`src/rtl/hermes_dma.sv`:
```
// hermes_dma: independent SEND and RECEIVE DMA engines between PE memory and a Hermes
// router port. Each engine walks up to two word-aligned segments and shares one memory port.

module hermes_dma_fifo #(
  parameter int DEPTH = 2,
  parameter int CW    = $clog2(DEPTH) + 1
) (
  input  logic          clk_i,
  input  logic          rst_ni,
  input  logic          push_i,
  input  logic [31:0]   data_i,
  input  logic          pop_i,
  output logic [31:0]   data_o,
  output logic [CW-1:0] count_o
);
  localparam int AW = $clog2(DEPTH);

  logic [31:0]   buf_q [DEPTH];
  logic [AW-1:0] rd_ptr_q, wr_ptr_q;
  logic [CW-1:0] count_q;
  logic          do_pop, do_push;

  // A push into a full FIFO is only taken when the head leaves in the same cycle.
  assign do_pop  = pop_i && (count_q != '0);
  assign do_push = push_i && ((count_q != CW'(DEPTH)) || do_pop);

  always_ff @(posedge clk_i) begin
    if (do_push) buf_q[wr_ptr_q] <= data_i;
  end

  always_ff @(posedge clk_i or negedge rst_ni) begin
    if (!rst_ni) begin
      rd_ptr_q <= '0;
      wr_ptr_q <= '0;
      count_q  <= '0;
    end else begin
      if (do_push) wr_ptr_q <= wr_ptr_q + AW'(1);
      if (do_pop)  rd_ptr_q <= rd_ptr_q + AW'(1);
      count_q <= count_q + CW'(do_push) - CW'(do_pop);
    end
  end

  assign data_o  = buf_q[rd_ptr_q];
  assign count_o = count_q;
endmodule

module hermes_dma #(
  parameter int BUF_DEPTH = 2
) (
  input  logic        clk_i,
  input  logic        rst_ni,
  input  logic        start_i,
  input  logic        operation_i,
  input  logic [31:0] size_i,
  input  logic [31:0] size_2_i,
  input  logic [31:0] address_i,
  input  logic [31:0] address_2_i,
  output logic        send_active_o,
  output logic        receive_active_o,
  output logic        mem_en_o,
  output logic [3:0]  mem_we_o,
  output logic [31:0] mem_addr_o,
  output logic [31:0] mem_data_o,
  input  logic [31:0] mem_data_i,
  output logic        tx_o,
  output logic [31:0] data_o,
  input  logic        credit_i,
  input  logic        rx_i,
  input  logic [31:0] data_i,
  output logic        credit_o
);
  localparam int          CW        = $clog2(BUF_DEPTH) + 1;
  localparam logic [31:0] ADDR_MASK = 32'hFFFF_FFFC;

  typedef enum logic { OP_SEND = 1'b0, OP_RECEIVE = 1'b1 } hermes_op_t;
  typedef enum logic [1:0] { IDLE, SEG1, SEG2, DRAIN } eng_state_e;

  // SEND engine state
  eng_state_e    s_state_q, s_state_d;
  logic [31:0]   s_addr_q, s_addr_d, s_rem_q, s_rem_d;
  logic [31:0]   s_addr2_q, s_addr2_d, s_size2_q, s_size2_d;
  logic          s_inflight_q;
  logic [CW-1:0] s_count, s_level, s_count_next;
  logic [31:0]   s_head;
  logic          s_seg, s_rd, s_pop;

  // RECEIVE engine state
  eng_state_e    r_state_q, r_state_d;
  logic [31:0]   r_addr_q, r_addr_d, r_rem_q, r_rem_d;
  logic [31:0]   r_addr2_q, r_addr2_d, r_size2_q, r_size2_d;
  logic [32:0]   r_left_q, r_left_d;
  logic [CW-1:0] r_count;
  logic [31:0]   r_head;
  logic          r_wr, r_push;

  hermes_dma_fifo #(.DEPTH(BUF_DEPTH), .CW(CW)) u_send_fifo (
    .clk_i  (clk_i),
    .rst_ni (rst_ni),
    .push_i (s_inflight_q),
    .data_i (mem_data_i),
    .pop_i  (s_pop),
    .data_o (s_head),
    .count_o(s_count)
  );

  hermes_dma_fifo #(.DEPTH(BUF_DEPTH), .CW(CW)) u_recv_fifo (
    .clk_i  (clk_i),
    .rst_ni (rst_ni),
    .push_i (r_push),
    .data_i (data_i),
    .pop_i  (r_wr),
    .data_o (r_head),
    .count_o(r_count)
  );

  // Memory port: a pending RECEIVE write always beats a SEND read.
  assign r_wr         = ((r_state_q == SEG1) || (r_state_q == SEG2)) && (r_count != '0);
  assign s_seg        = (s_state_q == SEG1) || (s_state_q == SEG2);
  assign s_level      = s_count + CW'(s_inflight_q);
  assign s_rd         = s_seg && (s_level < CW'(BUF_DEPTH)) && !r_wr;
  assign s_pop        = tx_o && credit_i;
  assign s_count_next = s_count + CW'(s_inflight_q) - CW'(s_pop);

  assign credit_o = (r_state_q != IDLE) && (r_count != CW'(BUF_DEPTH)) && (r_left_q != '0);
  assign r_push   = rx_i && credit_o;

  assign send_active_o    = (s_state_q != IDLE);
  assign receive_active_o = (r_state_q != IDLE);
  assign tx_o             = (s_count != '0);
  assign data_o           = tx_o ? s_head : 32'h0;
  assign mem_en_o         = r_wr || s_rd;
  assign mem_we_o         = r_wr ? 4'hF : 4'h0;
  assign mem_addr_o       = r_wr ? r_addr_q : (s_rd ? s_addr_q : 32'h0);
  assign mem_data_o       = r_wr ? r_head : 32'h0;

  always_comb begin
    s_state_d = s_state_q;
    s_addr_d  = s_addr_q;
    s_rem_d   = s_rem_q;
    s_addr2_d = s_addr2_q;
    s_size2_d = s_size2_q;
    case (s_state_q)
      IDLE: begin
        if (start_i && (operation_i == OP_SEND)) begin
          s_addr2_d = address_2_i & ADDR_MASK;
          s_size2_d = size_2_i;
          if (size_i != '0) begin
            s_state_d = SEG1;
            s_addr_d  = address_i & ADDR_MASK;
            s_rem_d   = size_i;
          end else if (size_2_i != '0) begin
            s_state_d = SEG2;
            s_addr_d  = address_2_i & ADDR_MASK;
            s_rem_d   = size_2_i;
          end else begin
            s_state_d = DRAIN;
          end
        end
      end
      SEG1, SEG2: begin
        if (s_rd) begin
          s_addr_d = s_addr_q + 32'd4;
          s_rem_d  = s_rem_q - 32'd1;
          if (s_rem_q == 32'd1) begin
            if ((s_state_q == SEG1) && (s_size2_q != '0)) begin
              s_state_d = SEG2;
              s_addr_d  = s_addr2_q;
              s_rem_d   = s_size2_q;
            end else begin
              s_state_d = DRAIN;
            end
          end
        end
      end
      default: begin
        // Leave as the final flit is handed over so busy drops the next cycle.
        if ((s_count_next == '0) && !s_inflight_q) s_state_d = IDLE;
      end
    endcase
  end

  always_comb begin
    r_state_d = r_state_q;
    r_addr_d  = r_addr_q;
    r_rem_d   = r_rem_q;
    r_addr2_d = r_addr2_q;
    r_size2_d = r_size2_q;
    r_left_d  = r_left_q - 33'(r_push);
    case (r_state_q)
      IDLE: begin
        if (start_i && (operation_i == OP_RECEIVE)) begin
          r_addr2_d = address_2_i & ADDR_MASK;
          r_size2_d = size_2_i;
          r_left_d  = {1'b0, size_i} + {1'b0, size_2_i};
          if (size_i != '0) begin
            r_state_d = SEG1;
            r_addr_d  = address_i & ADDR_MASK;
            r_rem_d   = size_i;
          end else if (size_2_i != '0) begin
            r_state_d = SEG2;
            r_addr_d  = address_2_i & ADDR_MASK;
            r_rem_d   = size_2_i;
          end else begin
            r_state_d = DRAIN;
          end
        end
      end
      SEG1, SEG2: begin
        if (r_wr) begin
          r_addr_d = r_addr_q + 32'd4;
          r_rem_d  = r_rem_q - 32'd1;
          if (r_rem_q == 32'd1) begin
            if ((r_state_q == SEG1) && (r_size2_q != '0)) begin
              r_state_d = SEG2;
              r_addr_d  = r_addr2_q;
              r_rem_d   = r_size2_q;
            end else begin
              r_state_d = IDLE;
            end
          end
        end
      end
      default: r_state_d = IDLE;
    endcase
  end

  always_ff @(posedge clk_i or negedge rst_ni) begin
    if (!rst_ni) begin
      s_state_q    <= IDLE;
      s_addr_q     <= '0;
      s_rem_q      <= '0;
      s_addr2_q    <= '0;
      s_size2_q    <= '0;
      s_inflight_q <= 1'b0;
      r_state_q    <= IDLE;
      r_addr_q     <= '0;
      r_rem_q      <= '0;
      r_addr2_q    <= '0;
      r_size2_q    <= '0;
      r_left_q     <= '0;
    end else begin
      s_state_q    <= s_state_d;
      s_addr_q     <= s_addr_d;
      s_rem_q      <= s_rem_d;
      s_addr2_q    <= s_addr2_d;
      s_size2_q    <= s_size2_d;
      s_inflight_q <= s_rd;
      r_state_q    <= r_state_d;
      r_addr_q     <= r_addr_d;
      r_rem_q      <= r_rem_d;
      r_addr2_q    <= r_addr2_d;
      r_size2_q    <= r_size2_d;
      r_left_q     <= r_left_d;
    end
  end
endmodule

```
`config.mk`:
```
export PLATFORM = sky130hd
export DESIGN_NAME = hermes_dma
export DESIGN_NICKNAME = d
export VERILOG_FILES = /design/src/rtl/hermes_dma.sv
export SDC_FILE = /design/constraint.sdc
export NUM_CORES = 1
export LEC_CHECK = 0
export ABC_CLOCK_PERIOD_IN_PS = 7060
export CAP_MARGIN = 25
export CELL_PAD_IN_SITES_DETAIL_PLACEMENT = 0
export CELL_PAD_IN_SITES_GLOBAL_PLACEMENT = 2
export CORE_MARGIN = 4
export CORE_UTILIZATION = 38
export CTS_CLUSTER_DIAMETER = 40
export DETAILED_ROUTE_END_ITERATION = 8
export PLACE_DENSITY = 0.83
export SLEW_MARGIN = 15
export SYNTH_ARGS = -nofsm -noshare
export SYNTH_HDL_FRONTEND = slang
export SYNTH_SLANG_ARGS = --single-unit
```
`constraint.sdc`:
```
create_clock -name clk_i -period 7.06 [get_ports clk_i]
set_input_delay 1.059 -clock clk_i [delete_from_list [all_inputs] [get_ports clk_i]]
set_output_delay 1.059 -clock clk_i [all_outputs]
set_load 0.03 [all_outputs]
```
==> flow_summary.toml <==
[outcome]
status = "complete, no violations"

[routing]
post-route-drc-count = 0
detail-route-antenna-nets = 0
viasPerCell = 5.44
dr_total_vias = 19700
firstDrtPassIters = 5
wire_per_inst_um = 21.0
drtIter0Drc = 1327
routed_wl_mm = 76.0

[timing]
worst_clock_skew_ns = 0.0240
rsz0062_at_grt = "no"
relSlewSlack_pct = 28.3
setup_tns_ns = 0
max_freq_mhz = 204
tightest_slew_ns = 1.08
finalSetupViolCount = 0
finalCritPeriodShare_pct = 69.3
min_period_ns = 4.90
slew_viol_final = 0
finalHoldViolCount = 0
setup_slack_ns = 2.16

[die]
io_pins = 303
dieWidth_um = 257
core_area_um2 = 61600
die-area_um2 = 66000
fp-row-count = 91
initial_core_util_pct = 38.2
die_height_um = 257

[yosys]
synth-compound-area-share_pct = 14.5
ys_ff_latch = 422
synth_mux_area_share_pct = 10.3
async_flop_share_pct = 69.7
ys_warn_count = 0
synth_area_leaders = "dfrtp_1, edfxtp_1, mux2_2, nor2_1, a21oi_1"
synth_edf_count = 128
synth_fa_ha_area_share_pct = 2.79
synth_commonest_cells = "nor2_1, dfrtp_1, nand2_1"
synth-xor-area-share_pct = 5.95
syn_area_um2 = 23600
synth_top_family_by_area = "simple AND/OR/NAND/NOR gates"
ys.flop_type = "dfrtp_1"
yosysMostFrequentCell = "nor2_1"
syn_area_per_cell_um2 = 9.60
yosys.area.top_type_share_pct = 31.2
synth_top_area_cell = "dfrtp_1"
yosysSeqAreaShare_pct = 47.5
synth_cells = 2453
synthSimpleGateAreaFrac_pct = 15.6
synth_cell_types = 67

[placement]
place_area_um2 = 27300
place_congestion = 0.855
dp_hpwl_mm = 51.2
dp_slack_ns = 2.14
io_buffer_count = 296

[global_routing]
grt_first_pass_wirelength_mm = 118
busiest_layer = "met2"
grt_max_degree = 143
grt_pass1_vias = 20000
grt_use_met3_pct = 4.77
grt_overflow = 0
met2_usage_pct = 35.6
track_usage_pct = 22.5
use_met1_pct = 31.0
antenna_found_initial = 3

[clock_tree]
post_cts_resized = 0
postCtsSetupRepairBufs = 0
cts_buffer_depth = 3
cts_made_buffers = 83
cts_hold_buffers = 0
htreeDepth = 3
clkTransAtPathRegs_ns = 0.06
clock-sinks = 422
insertion_delay_ns = 0.62
cts_root_buf = "clkbuf_16"
cts_tree = "built"

[layout]
final_area_um2 = 30300
seqCellArea_um2 = 11200
syn_to_final_growth_pct = 28.4
drive_above_1_share_pct = 12.0
multiInputGateArea_um2 = 11700
fin_nets = 2966
fill_cells = 5768

[worst_setup_path]
cp-start-kind = "flop"
crit_start = "r_state_q[0]$_DFFE_PN0P_"
timing.rr.start = "r_rem_q[14]$_DFFE_PN0P_"
worstPathRequired_ns = 6.00
crit_path_max_fanout = 36
path_class = "reg -> out"
end_kind = "primary output"
ff2ff_setup_slack_ns = 2.68
rr_worst_depth = 12
arrival_ns = 3.84

[power]
p_per_area_nw_per_um2 = 496
leakagePower_nw = 11.9
ir_drop_mv = 0.371

[hold_path]
hold_path.class = "in -> async"

[flow_run]
drv_cap = 0
cell type report:
| class | instances | share of cell area [%] |
|---|---|---|
| multi-input cells | 1842 | 38.7 |
| well taps | 837 | 3.46 |
| inverters | 43 | 0.533 |
| clock buffers | 105 | 7.41 |
| flip-flops and latches | 422 | 37.0 |
| clock inverters | 49 | 2.23 |
| diodes | 1 | 0.00827 |
| repair buffers | 324 | 10.7 |
metal layers:
metal | share of wire (%) | wire length, um
met3 | 6.0 | 4570
met4 | 2.7 | 2030
met1 | 46 | 34800
met2 | 45 | 34600
met5 | 0.036 | 27
stage by stage:
step	utilization [%]	power (mW)	cells	hold WS [ns]
CTS	49.0	15.1	3620	0.500
global route	49.1	16.0	3622	0.504
floorplan	-	8.63	2454	0.456
detailed placement	44.3	10.9	3466	0.489
finish	49.1	15.0	3623	0.493
global placement	44.3	10.8	3466	0.484
critical path: stages (launching register included):
cell             delay (ns)
dfrtp_1                0.39
inv_1                  0.09
ha_4                   0.39
o21ai_4                0.11
buf_4                  0.42
inv_1                  0.16
nor2_4                 0.41
buf_16                 0.24
a22o_1                 0.28
clkdlybuf4s50_1        0.72
cell usage in the layout, fill, tap and decap left out, types with 16 or more instances in the layout:
| master | count |
|---|---|
| a21o_1 | 32 |
| a21oi_1 | 214 |
| a22o_1 | 29 |
| buf_4 | 25 |
| clkbuf_1 | 16 |
| clkbuf_16 | 85 |
| clkdlybuf4s50_1 | 295 |
| dfrtp_1 | 292 |
| edfxtp_1 | 128 |
| ha_1 | 49 |
| inv_1 | 42 |
| mux2_2 | 142 |
| mux2i_1 | 83 |
| nand2_1 | 246 |
| nand3_1 | 44 |
| nand4_1 | 28 |
| nor2_1 | 308 |
| nor3_1 | 33 |
| nor4_1 | 51 |
| o211ai_1 | 42 |
| o21ai_0 | 199 |
| xnor2_1 | 92 |
| xor2_1 | 68 |
worst paths after layout:
| kind | endpoint |
|---|---|
| worst min-delay path | s_addr_q[27]$_DFFE_PN0P_ |
| worst min register to register | s_addr2_q[6]$_DFFE_PN0P_ |
| worst max-delay path | mem_addr_o[31] |
| max in group asynchronous | u_send_fifo.rd_ptr_q$_DFFE_PN0P_ |
| min in group clk_i | s_addr2_q[6]$_DFFE_PN0P_ |
| worst max register to register | r_addr_q[17]$_DFFE_PN0P_ |
logic make-up after synthesis:
logic type,after synthesis
AOI/OAI and AO/OA,588
xor gates and xnor gates,160
adders and majority gates,52
buffers and inverters,190
DFF,422
muxes,225
other,1
and+or+nand+nor,815
power breakdown:
part           switching, mW  leakage (nW)  internal [mW]
clock network           1.40          1.40           2.68
registers              0.983          4.63           3.55
logic                   3.75          5.90           2.64
flip-flops by register name, summed over array words and instances, names as in the netlist:
name	flops
r_addr2_q	30
r_addr_q	30
r_left_q	33
r_rem_q	32
r_size2_q	32
r_state_q	2
s_addr2_q	30
s_addr_q	30
s_inflight_q	1
s_rem_q	32
s_size2_q	32
s_state_q	2
u_recv_fifo.buf_q	64
u_recv_fifo.count_o	2
u_recv_fifo.rd_ptr_q	1
u_recv_fifo.wr_ptr_q	1
u_send_fifo.buf_q	64
u_send_fifo.count_o	2
u_send_fifo.rd_ptr_q	1
u_send_fifo.wr_ptr_q	1
No activity file was read; power rests on OpenSTA's default activity.
